**src/rtl/cache_req_arbiter.sv**
```systemverilog
// Two-port request arbiter in front of a single cache controller: latches the winner's request and holds it until done.
// Optional build macro ARB_FIXED_PRIO_EN: port 0 always wins simultaneous requests; otherwise round-robin.
module cache_req_arbiter #(
    parameter int unsigned ADDR_W = 32,
    parameter int unsigned DATA_W = 32
) (
    input  logic              clk,
    input  logic              rst,
    input  logic              req0_valid,
    input  logic              req0_type,
    input  logic [ADDR_W-1:0] req0_addr,
    input  logic [DATA_W-1:0] req0_wdata,
    input  logic              req1_valid,
    input  logic              req1_type,
    input  logic [ADDR_W-1:0] req1_addr,
    input  logic [DATA_W-1:0] req1_wdata,
    input  logic              done_cache,
    input  logic [DATA_W-1:0] cache_rdata,
    output logic              ctrl_req_valid,
    output logic              ctrl_req_type,
    output logic [ADDR_W-1:0] ctrl_addr,
    output logic [DATA_W-1:0] ctrl_wdata,
    output logic              gnt0,
    output logic              gnt1,
    output logic              done0,
    output logic              done1,
    output logic [DATA_W-1:0] rsp_rdata,
    output logic              busy
);

    localparam logic [0:0] ST_IDLE = 1'b0;
    localparam logic [0:0] ST_BUSY = 1'b1;

    logic [0:0]        state_q, state_d;
    logic              gnt0_q, gnt0_d;
    logic              gnt1_q, gnt1_d;
    logic              type_q, type_d;
    logic [ADDR_W-1:0] addr_q, addr_d;
    logic [DATA_W-1:0] wdata_q, wdata_d;
    logic              any_req;
    logic              pick1;
    logic              accept;

    assign any_req = req0_valid | req1_valid;
    assign accept  = (state_q == ST_IDLE) & any_req;

`ifdef ARB_FIXED_PRIO_EN
    assign pick1 = ~req0_valid;
`else
    logic last_gnt_q;

    // Port 1 wins when alone, or when both request and port 0 won last time.
    assign pick1 = req1_valid & (~req0_valid | ~last_gnt_q);

    always_ff @(posedge clk) begin
        if (rst) begin
            last_gnt_q <= 1'b1;
        end else if (accept) begin
            last_gnt_q <= pick1;
        end
    end
`endif

    always_comb begin
        state_d = state_q;
        gnt0_d  = gnt0_q;
        gnt1_d  = gnt1_q;
        type_d  = type_q;
        addr_d  = addr_q;
        wdata_d = wdata_q;
        unique case (state_q)
            ST_IDLE: begin
                if (any_req) begin
                    state_d = ST_BUSY;
                    gnt0_d  = ~pick1;
                    gnt1_d  = pick1;
                    type_d  = pick1 ? req1_type  : req0_type;
                    addr_d  = pick1 ? req1_addr  : req0_addr;
                    wdata_d = pick1 ? req1_wdata : req0_wdata;
                end
            end
            ST_BUSY: begin
                if (done_cache) begin
                    state_d = ST_IDLE;
                    gnt0_d  = 1'b0;
                    gnt1_d  = 1'b0;
                end
            end
            default: begin
                state_d = ST_IDLE;
                gnt0_d  = 1'b0;
                gnt1_d  = 1'b0;
            end
        endcase
    end

    always_ff @(posedge clk) begin
        if (rst) begin
            state_q <= ST_IDLE;
            gnt0_q  <= 1'b0;
            gnt1_q  <= 1'b0;
            type_q  <= 1'b0;
            addr_q  <= '0;
            wdata_q <= '0;
        end else begin
            state_q <= state_d;
            gnt0_q  <= gnt0_d;
            gnt1_q  <= gnt1_d;
            type_q  <= type_d;
            addr_q  <= addr_d;
            wdata_q <= wdata_d;
        end
    end

    assign ctrl_req_valid = (state_q == ST_BUSY);
    assign busy           = (state_q == ST_BUSY);
    assign ctrl_req_type  = type_q;
    assign ctrl_addr      = addr_q;
    assign ctrl_wdata     = wdata_q;
    assign gnt0           = gnt0_q;
    assign gnt1           = gnt1_q;
    // Completion pulses follow the controller's done combinationally.
    assign done0          = (state_q == ST_BUSY) & gnt0_q & done_cache;
    assign done1          = (state_q == ST_BUSY) & gnt1_q & done_cache;
    assign rsp_rdata      = cache_rdata;

endmodule

```
**config.mk**
```make
export PLATFORM = sky130hd
export DESIGN_NAME = cache_req_arbiter
export DESIGN_NICKNAME = d
export VERILOG_FILES = /design/src/rtl/cache_req_arbiter.sv
export SDC_FILE = /design/constraint.sdc
export NUM_CORES = 1
export LEC_CHECK = 0
export BUFFER_PORTS_ARGS = -buffer_cell sky130_fd_sc_hd__clkbuf_2
export CAP_MARGIN = 10
export CORE_AREA = 2 2 104 106
export DETAILED_ROUTE_END_ITERATION = 8
export DIE_AREA = 0 0 106 108
export PLACE_DENSITY_LB_ADDON = 0.15
export SETUP_SLACK_MARGIN = 0.4
export SLEW_MARGIN = 10
export SYNTH_ARGS = -nofsm -noshare
export SYNTH_HDL_FRONTEND = slang
export SYNTH_SLANG_ARGS = --single-unit
```
**constraint.sdc**
```tcl
create_clock -name clk -period 2.28 [get_ports clk]
set_input_delay 0.57 -clock clk [delete_from_list [all_inputs] [get_ports clk]]
set_output_delay 0.57 -clock clk [all_outputs]
set_load 0.01 [all_outputs]
```
==> results.json <==
{
  "grt_util_met1_pct": 21.6,
  "path_delay_family": "flip-flops",
  "synth_edf_count": 0,
  "gr-usage-met3_pct": 5.55,
  "dpl.hpwl_um": 7410,
  "clock.fmax_ghz": 0.565,
  "synth-main-ff-cell": "dfxtp_1",
  "cap_viol_max_count": 0,
  "finalCritPeriodShare_pct": 77.6,
  "max_slew_headroom_pct": 64.2,
  "worst_setup_hold_path_clk_slew_ns": 0.08,
  "startpoint_type": "flop",
  "detail_route.first_pass.iterations": 4,
  "io_port_bufs": 205,
  "worstReg2RegEnd": "ctrl_wdata[17]$_SDFFE_PP0P_",
  "drt_iter0_markers": 158,
  "synth_seq_cells": 69,
  "antennaDiodeCount": 0,
  "timing.critical_path.depth": 2,
  "power_per_cell_area_nw_per_um2": 737,
  "ff2ff_path_depth": 4,
  "fp.coreArea_um2": 10200,
  "placedCellCount": 699,
  "post-synth-top-area-fraction_pct": 41.2,
  "layout.nets": 741,
  "nFillCells": 1075,
  "clkSinkCount": 69,
  "status": "finished clean",
  "synth_cell_types": 21,
  "routed_wire_length_per_instance_um": 14.6,
  "tritoncts": "yes",
  "crit_required_ns": 1.71,
  "max-vdd-ir-drop_v": 0.000311,
  "slowest_stage": "dfxtp_1",
  "synth_common_cells": "69 x dfxtp_1, 69 x nand2_1, 66 x a21oi_1",
  "cts.repair.resized": 0,
  "globalRoute.totalOverflow": 0,
  "cts_setup_buffers": 0,
  "postSynthNetCount": 584,
  "yosysWarningCount": 0,
  "clk-insertion-delay-late_ns": 0.34,
  "drive_above_1_share_pct": 43.9,
  "cts_htree_levels": 3,
  "critical_path_arrival_ns": 1.20,
  "slowest_delay_ns": 0.52,
  "grt.busiest_layer": "met2",
  "fin_cells": 715,
  "worst_slew_pin_slew_ns": 0.537,
  "maximum_number_of_pins_on_one_net_before_global_route_repair": 39,
  "dieArea_um2": 11400,
  "io-pin-count": 270,
  "std_cell_rows": 37,
  "layout.core_utilization_pct": 43.6,
  "p_leak_nw": 2.21,
  "synth.top_cells.by_area": "dfxtp_1 41%, a211oi_1 11%, a21oi_1 9.9%",
  "worstPathBufferInverterCount": 1,
  "ctsLongestPathBuffers": 2,
  "timing.reg2reg.setup_slack_ns": 0.75,
  "min_path_type": "primary input to flop",
  "kind_of_end_point_of_the_critical_path": "primary output",
  "cts_stage_hold_buffer_count": 0,
  "sequential_fraction_of_the_synthesis_area_pct": 41.2,
  "drcViolationCount": 0,
  "syn_inst": 417,
  "worstPathMaxFanout": 12,
  "grt_pass1_wl_um": 16400,
  "number_of_antenna_violations_at_the_first_check_in_global_routing": 0,
  "initial_utilization_pct": 32.8,
  "setup_total_negative_slack_ns": 0,
  "ant_nets": 0,
  "cp_cell_sequence": "and3_1 > clkbuf_2",
  "finClkSkew_ns": 0.00991,
  "critical_path.startpoint": "busy$_SDFF_PP0_",
  "post_synth_arst_share_pct": 0,
  "timing_hold_violations_final": 0,
  "place.gp.congestion": 0.739,
  "worst_r2r_startpoint": "busy$_SDFF_PP0_",
  "report.final.slew_viol_count": 0,
  "postRouteWirelength_um": 10400,
  "first_global_vias": 3525,
  "synthesis.area_um2": 3350,
  "setup_repair_after_global_routing_missed_its_margin": "false",
  "die-width_um": 106,
  "synthToLayoutAreaGrowth_pct": 33.0,
  "grt.total_usage_pct": 17.8,
  "syn_avg_cell_area_um2": 8.04,
  "power_after_layout_mw": 3.29,
  "clock-root-buffer": "clkbuf_8",
  "vias": 3531,
  "setup.worst_path.class": "flop to primary output",
  "cts_made_buffers": 9,
  "finalSetupViolations": 0,
  "groute.layer.met2.usage_pct": 30.1,
  "setup.worst_path.end": "done1",
  "finalCriticalPeriod_ns": 1.77,
  "synth_top_area_cell": "dfxtp_1",
  "die_h_um": 108,
  "post_drt_via_cell_ratio": 4.94
}
## cell families after synthesis
family / Yosys count / share of synthesized area (%)
flops: 69 / 41.2
buf+inv: 70 / 13.4
compound gates: 138 / 29.3
simple gates: 140 / 16.1
## worst register-to-register path, stage by stage, from the launching register on
cell      delay [ns]
dfxtp_1         0.52
o21bai_4        0.22
buf_4           0.34
a21oi_1         0.10
a211oi_1        0.26
## flip-flops by register name (all words and copies together), names as in the netlist
name and cells:
busy 1, ctrl_addr 32, ctrl_req_type 1, ctrl_wdata 32, gnt0 1, gnt1 1
last_gnt_q 1
## through the flow
| stage | setup slack, ns | hold slack [ns] | instance area (µm²) |
|---|---|---|---|
| after CTS | 0.484 | 0.425 | 4460 |
| final | 0.511 | 0.447 | 4460 |
| after global routing | 0.410 | 0.434 | 4460 |
| after global placement | 0.544 | 0.485 | 4230 |
| after detailed placement | 0.450 | 0.490 | 4230 |
| after floorplan | 0.781 | 0.500 | 3350 |
## cell usage in the layout, fill, tap and decap left out, drive strengths merged
master,Yosys,routed
nand2,69,69
and3,2,2
clkinv,0,2
buf,58,11
bufinv,0,2
nand2b,1,1
a21bo,1,1
a211oi,66,66
a211o,1,1
o21bai,1,1
dfxtp,69,69
nor3b,1,1
a21boi,1,1
nor3,1,1
clkbuf,12,217
nor2,65,65
a21oi,66,66
nand3,1,1
a221oi,1,1
o21ba,1,1
## how the worst min path moves through the flow
stage,start,end,cells after the start
2_1_floorplan,gnt0$_SDFFE_PP0P_,gnt0$_SDFFE_PP0P_,2
3_3_place_gp,ctrl_wdata[19]$_SDFFE_PP0P_,ctrl_wdata[19]$_SDFFE_PP0P_,2
3_5_place_dp,ctrl_addr[27]$_SDFFE_PP0P_,ctrl_addr[27]$_SDFFE_PP0P_,2
4_1_cts,req0_addr[18],ctrl_addr[18]$_SDFFE_PP0P_,3
5_1_grt,req0_addr[8],ctrl_addr[8]$_SDFFE_PP0P_,3
6_report,req0_addr[18],ctrl_addr[18]$_SDFFE_PP0P_,3
## final cells by class
class | count | area (µm²) | share of cell area [%]
Clock buffer | 12 | 155 | 3.48
Clock inverter | 4 | 70.1 | 1.57
Multi-Input combinational cell | 278 | 1540 | 34.4
Sequential cell | 69 | 1380 | 31.0
Tap cell | 136 | 170 | 3.82
Timing Repair Buffer | 216 | 1150 | 25.7
## power by group
group          internal [mW]  switching, mW
clock network          0.673          0.454
registers               1.33         0.0675
logic                  0.332          0.432
## routing by layer
metal | up-vias | share of wire [%] | wire [µm]
li1 | 1713 | - | -
met1 | 1640 | 44 | 4580
met2 | 164 | 46 | 4830
met3 | 14 | 8.2 | 855
met4 | 0 | 1.5 | 155
met5 | - | 0 | 0
No activity file was read; power rests on OpenSTA's default activity.
